File: src/rtl/sgdh_traffic_light_monitor_pkg.sv
// sgdh_traffic_light_monitor_pkg: light encodings, checker states, error-bit indices and helpers.
package sgdh_traffic_light_monitor_pkg;
  localparam logic [2:0] L_DARK   = 3'b000;
  localparam logic [2:0] L_GREEN  = 3'b001;
  localparam logic [2:0] L_YELLOW = 3'b010;
  localparam logic [2:0] L_RED    = 3'b100;
  localparam int E_DWELL = 0;
  localparam int E_SEQ   = 1;
  localparam int E_CODE  = 2;
  typedef enum logic [2:0] {ST_INIT, ST_RED, ST_GREEN, ST_YELLOW, ST_DARK} state_t;
  function automatic state_t to_state(logic [2:0] l);
    return l == L_RED ? ST_RED : l == L_GREEN ? ST_GREEN : l == L_YELLOW ? ST_YELLOW : ST_DARK;
  endfunction
  function automatic logic step_ok(state_t s, state_t n);
    return n == ST_DARK || (s == ST_RED && n == ST_GREEN) || (s == ST_GREEN && n == ST_YELLOW) ||
           (s == ST_YELLOW && n == ST_RED) || (s == ST_DARK && n == ST_RED);
  endfunction
  function automatic logic is_go(logic [2:0] l);
    return l == L_GREEN || l == L_YELLOW;
  endfunction
endpackage

File: src/rtl/sgdh_traffic_light_chk.sv
// sgdh_traffic_light_chk: single-channel sequence, code and dwell checker with cycle counter.
module sgdh_traffic_light_chk
  import sgdh_traffic_light_monitor_pkg::*;
#(
  parameter int unsigned RED_TIME    = 3*125000000,
  parameter int unsigned YELLOW_TIME = 1*125000000,
  parameter int unsigned GREEN_TIME  = 2*125000000,
  parameter int unsigned TOL         = 2
) (
  input  logic        clk,
  input  logic        areset,
  input  logic        mon_en,
  input  logic        clr_err,
  input  logic [2:0]  light,
  output logic [2:0]  light_q,
  output logic        active,
  output logic [2:0]  err,
  output logic [15:0] cycles
);
  state_t state, state_nxt, obs;
  logic [31:0] cnt, t;
  logic [2:0] ev;
  logic exempt, legal, chg, timed, cyc_inc;
  // mon_en is registered with the light so both describe the same sample
  always_ff @(posedge clk or negedge areset)
    if (!areset) begin
      light_q <= L_DARK;
      active  <= 1'b0;
      state   <= ST_INIT;
    end else begin
      light_q <= light;
      active  <= mon_en;
      state   <= state_nxt;
    end
  always_comb begin
    legal     = $onehot0(light_q);
    obs       = to_state(light_q);
    chg       = active && legal && obs != state;
    state_nxt = !active ? ST_INIT : chg ? obs : state;
  end
  always_comb begin
    t              = state == ST_RED ? 32'(RED_TIME) : state == ST_GREEN ? 32'(GREEN_TIME) : 32'(YELLOW_TIME);
    timed          = !exempt && (state == ST_RED || state == ST_GREEN || state == ST_YELLOW);
    ev[E_CODE]     = active && !legal;
    ev[E_SEQ]      = chg && state != ST_INIT && !step_ok(state, obs);
    // overstay fires once as the count steps past the window; exit then only checks the low side
    ev[E_DWELL]    = timed && (chg ? {1'b0, cnt} + 33'(TOL) < {1'b0, t} : active && legal && cnt == t + 32'(TOL));
    cyc_inc        = chg && state == ST_YELLOW && obs == ST_RED;
  end
  always_ff @(posedge clk or negedge areset)
    if (!areset) begin
      cnt    <= '0;
      exempt <= 1'b0;
      err    <= '0;
      cycles <= '0;
    end else begin
      cnt    <= chg ? 32'd1 : (active && legal && !(&cnt)) ? cnt + 32'd1 : cnt;
      exempt <= chg ? state == ST_INIT : exempt;
      err    <= (clr_err ? 3'b000 : err) | ev;
      cycles <= cycles + {15'd0, cyc_inc && !(&cycles)};
    end
endmodule

File: src/rtl/sgdh_traffic_light_monitor.sv
// sgdh_traffic_light_monitor: two-channel traffic light checker with cross-channel conflict flag.
module sgdh_traffic_light_monitor
  import sgdh_traffic_light_monitor_pkg::*;
#(
  parameter int unsigned RED_TIME_C0    = 3*125000000,
  parameter int unsigned YELLOW_TIME_C0 = 1*125000000,
  parameter int unsigned GREEN_TIME_C0  = 2*125000000,
  parameter int unsigned RED_TIME_C1    = 3*125000000,
  parameter int unsigned YELLOW_TIME_C1 = 1*125000000,
  parameter int unsigned GREEN_TIME_C1  = 2*125000000,
  parameter int unsigned TOL            = 2,
  parameter int          CONFLICT_CHK   = 1
) (
  input  logic        clk,
  input  logic        areset,
  input  logic        mon_en,
  input  logic        clr_err,
  input  logic [2:0]  light_c0,
  input  logic [2:0]  light_c1,
  output logic [2:0]  err_c0,
  output logic [2:0]  err_c1,
  output logic        err_conflict,
  output logic        err_any,
  output logic [15:0] cycles_c0,
  output logic [15:0] cycles_c1
);
  logic [2:0] lq0, lq1;
  logic act0, act1;
  sgdh_traffic_light_chk #(
    .RED_TIME(RED_TIME_C0), .YELLOW_TIME(YELLOW_TIME_C0), .GREEN_TIME(GREEN_TIME_C0), .TOL(TOL)
  ) u_c0 (
    .clk(clk), .areset(areset), .mon_en(mon_en), .clr_err(clr_err), .light(light_c0),
    .light_q(lq0), .active(act0), .err(err_c0), .cycles(cycles_c0)
  );
  sgdh_traffic_light_chk #(
    .RED_TIME(RED_TIME_C1), .YELLOW_TIME(YELLOW_TIME_C1), .GREEN_TIME(GREEN_TIME_C1), .TOL(TOL)
  ) u_c1 (
    .clk(clk), .areset(areset), .mon_en(mon_en), .clr_err(clr_err), .light(light_c1),
    .light_q(lq1), .active(act1), .err(err_c1), .cycles(cycles_c1)
  );
  always_ff @(posedge clk or negedge areset)
    if (!areset) err_conflict <= 1'b0;
    else err_conflict <= (clr_err ? 1'b0 : err_conflict) |
                         (CONFLICT_CHK != 0 && act0 && act1 && is_go(lq0) && is_go(lq1));
  assign err_any = |err_c0 || |err_c1 || err_conflict;
endmodule

File: config.mk
export PLATFORM = sky130hd
export DESIGN_NAME = sgdh_traffic_light_monitor
export DESIGN_NICKNAME = d
export VERILOG_FILES = /design/src/rtl/sgdh_traffic_light_monitor_pkg.sv /design/src/rtl/sgdh_traffic_light_chk.sv /design/src/rtl/sgdh_traffic_light_monitor.sv
export SDC_FILE = /design/constraint.sdc
export NUM_CORES = 1
export LEC_CHECK = 0
export CAP_MARGIN = 20
export CORE_ASPECT_RATIO = 0.8
export CORE_UTILIZATION = 52
export CTS_CLUSTER_DIAMETER = 120
export DETAILED_ROUTE_END_ITERATION = 6
export PLACE_DENSITY = 0.79
export RECOVER_POWER = 50
export SYNTH_ARGS = -nofsm -noshare
export SYNTH_HDL_FRONTEND = slang
export SYNTH_SLANG_ARGS = --single-unit
File: constraint.sdc
create_clock -name clk -period 4.05 [get_ports clk]
set_clock_uncertainty 0.1 [all_clocks]
set_input_delay 0.405 -clock clk [delete_from_list [all_inputs] [get_ports clk]]
set_output_delay 0.405 -clock clk [all_outputs]
set_load 0.005 [all_outputs]
After elaboration in Yosys (flattened, before gate mapping)
Index checks and enable logic that the tools add are counted.
Widths: inputs -> output; s select.
- register bits: 118
- input port bits: 10
- word-level logic and storage cells: 156
- add/sub/neg operators: 12
- $lt $le $gt $ge: 4
- equal/unequal tests: 28
- mux-type cells: 23
- bitwise logic cells: 3
- reduce and logical (&&, ||, !) cells: 72
- operators with widths (cell ; count):
    $mux 32 ; 6
    $add 32x2->33 const B ; 2
    $lt 33x32->1 ; 2
    $add 32x1->32 const B ; 2
    $add 32x2->32 const B ; 2
    $eq 32x32->1 ; 2
    $reduce_and 32->1 ; 2
    $mux 28 ; 2
    $mux 3 ; 12
    $logic_and 1x1->1 ; 34
    $add 16x1->16 ; 2
    $reduce_and 16->1 ; 2
    $eq 3x2->1 const B ; 10
    $eq 3x1->1 const B ; 6
    $eq 3x3->1 const B ; 6
    $logic_or 1x1->1 ; 16
    $logic_not 1->1 ; 10
    $logic_not 3->1 ; 2
    $ne 3x3->1 ; 2
    $or 3x3->3 ; 2
    $reduce_bool 3->1 ; 2
    $reduce_or 3->1 ; 2
    $add 1x1->2 ; 2
    $add 2x1->2 ; 2
    other kinds (5) ; 10

Longest topological paths before layout
- depth after elaboration: 13
- depth in mapped cells: 14
- gate-level depth less buffers: 12

Cells and area by module
From an unflattened synthesis, not the netlist that was laid out.
- cells, all modules: 918
- area, all modules: 8046.5 µm²
- modules (own cells, without submodules) (module ; times used ; cells each ; area each (µm²) ; sequential area each (µm²)):
    sgdh_traffic_light_chk at u_c0 ; 1 ; 466 ; 4055.1 ; 1476.4
    sgdh_traffic_light_chk at u_c1 ; 1 ; 443 ; 3910.0 ; 1476.4
    sgdh_traffic_light_monitor ; 1 ; 9 ; 81.3 ; 25.0

Least setup slack after synthesis
OpenSTA, ideal clock, no wires.
- kind: register to register
- start: register u_c1.cnt[6]
- end: register u_c1.err[0]
- library setup time: 133 ps
- data arrival time: 3137 ps
- required time: 3817 ps
- setup slack: 680 ps
- cell stages (with the launch flop): 14
- path buffers: 2
- clock period less this slack: 3370 ps
- cell sequence: dfrtp_1 buf_2 nand4_1 or4_4 buf_6 nor3_1 nand2_1 xnor2_1 ha_1 nand2_1 or3_1 a2111o_1 a2111oi_2 a21oi_1
- cells in the longest elaborated chain, start to end: 5
- elaborated cells on any way between the ends: 7
- classes of those cells: add/sub: 1; order compare: 1; eq/ne: 1; mux: 1; bitwise: 1; reduce/logical: 2
- ends and longest elaborated chain (item ; RTL line ; source):
    start: declaration ; sgdh_traffic_light_chk.sv:21 ; logic [31:0] cnt, t;
    start signal: assignment ; sgdh_traffic_light_chk.sv:57 ; cnt <= chg ? 32'd1 : (active && legal && !(&cnt)) ? cnt + 32'd1 : cnt;
    $add 32x2->33 or $eq 32x32->1 (tied branches) ; sgdh_traffic_light_chk.sv:47 ; ev[E_DWELL] = timed && (chg ? {1'b0, cnt} + 33'(TOL) < {1'b0, t} : active && legal && cnt == t + 32'(TOL));
    $lt 33x32->1 or $logic_and 1x1->1 (tied branches) ; sgdh_traffic_light_chk.sv:47 ;
    $mux 1 * ; sgdh_traffic_light_chk.sv:47 ;
    $logic_and 1x1->1 * ; sgdh_traffic_light_chk.sv:47 ;
    $or 3x3->3 * ; sgdh_traffic_light_chk.sv:59 ; err <= (clr_err ? 3'b000 : err) | ev;
    end signal: assignment ; sgdh_traffic_light_chk.sv:59 ;
    end: declaration ; sgdh_traffic_light_chk.sv:17 ; output logic [2:0] err,
Mark *: on every way between the ends. The rest lies on a longest branch, timed or not.
A chain may end at the register's enable or synchronous reset.

Worst setup path in the final report
- start: register u_c1.cnt[1]
- end: register u_c1.err[0]
The elaborated chain is that of the path after synthesis.

==> results.py <==
metrics = {
    "timing": {
        "finalSetupTns_ns": 0,
        "rsz0062_at_grt": "no",
        "layout_min_cycle_time_ns": 3.68,
        "fmax_mhz": 272,
        "finalSetupViolations": 0,
        "finalHoldViolCount": 0,
        "post-route-period-util_pct": 90.7,
        "slew_viol_final": 89,
        "slew_headroom_pct": -1.81,
        "worstMarginPinSlew_ns": 1.53,
        "setup_slack_ns": 0.375,
    },
    "run": {
        "maxCapViolations": 2,
    },
    "pwr": {
        "cellPowerDensity_nw_per_um2": 331,
        "swShare_pct": 29.0,
        "fin_total_pwr_uw": 3080,
        "p_int_uw": 2190,
        "p_leak_uw": 0.00392,
        "p_switching_uw": 894,
        "seqPwrFrac_pct": 42.6,
        "pwr-share-clk_pct": 46.7,
        "irDropWorstVdd_mv": 0.382,
        "p_comb_share_pct": 10.7,
    },
    "clocking": {
        "htreeDepth": 4,
        "clkTransAtPathRegs_ns": 0.06,
        "cts_buffers": 17,
        "post_cts_buffers": 0,
        "cts_sinks": 118,
        "clkLatencyLatePin_ns": 0.43,
        "clock_path_buffers": 2,
        "cts_tree": "yes",
        "root_buffer": "clkbuf_16",
    },
    "grt": {
        "grt.met3_usage_pct": 6.26,
        "grt_pass1_wl_mm": 35.6,
        "grt_util_met1_pct": 43.4,
        "grt_overflow": 0,
        "grt_max_degree": 61,
        "grt_antenna_before_repair": 0,
        "grt.total_usage_pct": 28.2,
        "top_usage_layer": "met1",
        "grt_pass1_vias": 6721,
        "met2_usage_pct": 39.2,
    },
    "floorplanning": {
        "start_util_pct": 53.7,
        "die_h_um": 114,
        "num_rows": 40,
        "die_x_um": 142,
        "die_area_um2": 16100,
        "num_io_pins": 50,
        "core_um2": 15100,
    },
    "critical_path": {
        "path_class": "reg2reg",
        "critPathMaxFanout": 9,
        "startpoint_type": "flip-flop",
        "required_ns": 4.25,
        "crit_arrival_ns": 3.87,
        "cp-end-kind": "flip-flop",
    },
    "layout": {
        "layout-drive-gt1-share_pct": 6.50,
        "area_delta_synth_final_pct": 14.5,
        "n_fill_cell": 1271,
        "fin_cells": 1180,
        "finish.utilization_pct": 61.5,
        "nNetsFinal": 1011,
    },
    "drt": {
        "vias": 7346,
        "antenna_left": 0,
        "routed_wl_mm": 21.3,
        "routed_via_density": 6.23,
        "firstDrtPassIters": 5,
        "drc": 0,
        "avgRoutedWirePerCell_um": 18.1,
        "drt-initial-drc-count": 710,
    },
    "synth": {
        "netlist_area_um2": 8120,
        "synthMuxAreaShare_pct": 0.508,
        "synth_xor_area_share_pct": 11.5,
        "synth_top_family_by_area": "simple AND/OR/NAND/NOR gates",
        "async_flop_share_pct": 100,
        "synthAdderAreaFrac_pct": 6.90,
        "yosysTopAreaCellShare_pct": 36.4,
        "syn-num-nets": 991,
        "ys.warnings.count": 0,
        "yosysTopAreaCell": "dfrtp_1",
        "yosysMostFrequentCell": "dfrtp_1",
        "synth_seq_area_share_pct": 36.4,
        "ys_types": 71,
        "ys.flop_type": "dfrtp_1",
        "synth_edf_count": 0,
        "synth-seq-cells": 118,
        "synth_common_cells": "118 x dfrtp_1, 82 x nand2_1, 78 x nor2_1",
        "synth_compound_area_share_pct": 13.1,
        "syn_inst": 937,
        "postSynthAreaPerCell_um2": 8.67,
        "synth_simple_gate_area_share_pct": 27.0,
        "synthTopCellsByArea": "dfrtp_1 36%, xnor2_1 6.9%, ha_1 6.8%",
    },
    "run_status": {
        "violations": "max-capacitance violations, max-slew violations",
        "run_status": "finished, violations left",
    },
    "place": {
        "dp_slack_ns": 0.457,
        "place.gp.congestion": 0.950,
        "portBuffers": 49,
        "hpwl_mm": 15.1,
        "post-place-cells": 1146,
    },
    "worst_hold_path": {
        "hp-class": "reg2reg",
    },
}
## placed cells by master, fill, tap and decap left out, types with 7 or more instances in the layout
cell type	Yosys	routed
dfrtp_1	118	118
nand2_1	82	82
nor2_1	78	76
xnor2_1	64	64
nand3_1	58	58
ha_1	44	44
xor2_1	43	43
a21oi_1	39	39
nand4_1	34	34
inv_1	32	32
clkdlybuf4s50_1	0	31
nor3_1	28	28
o21ai_0	24	24
or3_1	24	24
nor4_1	20	20
dlygate4sd3_1	0	18
clkbuf_16	0	17
and3_1	14	14
and4_1	14	14
or4_1	12	12
o21ai_1	10	10
buf_4	1	10
a21o_1	9	9
a211oi_1	9	9
nand2b_1	7	7
a2111oi_0	7	7
o22ai_1	7	7
o211ai_1	7	7
## area by class of cell
type	instances	area (um2)	area share, %
Sequential cell	118	2950	31.8
Tap cell	210	263	2.83
Multi-Input combinational cell	724	4810	51.7
Inverter	33	124	1.33
Clock inverter	13	126	1.36
Timing Repair Buffer	63	594	6.39
Antenna cell	1	2.50	0.0269
Clock buffer	18	429	4.62
## sequential cells by signal (all words and copies together) (netlist names)
signal / count
err_conflict: 1
u_c0.cnt: 32
u_c0.cycles: 16
u_c0.err: 3
u_c0.exempt: 1
u_c0.light_q: 3
u_c0.state: 3
u_c1.active: 1
u_c1.cnt: 32
u_c1.cycles: 16
u_c1.err: 3
u_c1.exempt: 1
u_c1.light_q: 3
u_c1.state: 3
## worst max-delay path: stages (launching register included)
cell,delay [ns]
dfrtp_1,0.47
clkinv_1,0.29
or4_4,0.68
nor3_1,0.21
nand2_1,0.13
xnor2_1,0.16
ha_1,0.30
nand2_1,0.06
or3_1,0.34
a2111o_1,0.40
a2111oi_2,0.33
a21oi_1,0.07
## power groups by stage
stage	Combinational [uW]	Sequential (uW)	Clock, uW
6_report	331	1310	1440
5_1_grt	369	1320	1500
4_1_cts	328	1310	1450
3_5_place_dp	323	1330	0
3_3_place_gp	316	1330	0
2_1_floorplan	241	1280	0
## timing repair
item / in CTS / in global routing
endpoints found under the hold margin: 58 / 0
hold buffers: 1 / 0
resized for setup: 0 / 0
## per-layer routing
layer	wire (um)	share of wire, %
met1	10400	49
met2	8810	41
met3	1790	8.4
met4	301	1.4
met5	0	0
## worst paths after layout
| kind | cells past startpoint | to | slack [ns] | from |
|---|---|---|---|---|
| setup / recovery | 11 | u_c1.err[0]$_DFF_PN0_ | 0.37 | u_c1.cnt[1]$_DFFE_PN0P_ |
| hold / removal | 2 | u_c1.exempt$_DFFE_PN0N_ | 0.37 | u_c1.exempt$_DFFE_PN0N_ |
| setup reg to reg | 11 | u_c1.err[0]$_DFF_PN0_ | 0.37 | u_c1.cnt[1]$_DFFE_PN0P_ |
| hold reg to reg | 2 | u_c1.exempt$_DFFE_PN0N_ | 0.37 | u_c1.exempt$_DFFE_PN0N_ |
| max in group asynchronous | 3 | u_c1.cnt[15]$_DFFE_PN0P_ | 0.96 | areset |
| min in group asynchronous | 2 | u_c0.cycles[2]$_DFF_PN0_ | 0.80 | areset |
## cell families after synthesis
logic type      count (synthesis)
buf+inv                        95
compound gates                158
fa+ha+maj                      45
mux                             4
simple gates                  410
xor+xnor                      107
flops                         118
## per-stage QoR
stage | hold slack, ns | cell area [um2]
floorplan | 0.00941 | 8120
global placement | 0.354 | 8720
detailed placement | 0.361 | 8720
CTS | 0.309 | 9290
global route | 0.395 | 9300
finish | 0.369 | 9300
(Power assumes the default switching activity.)
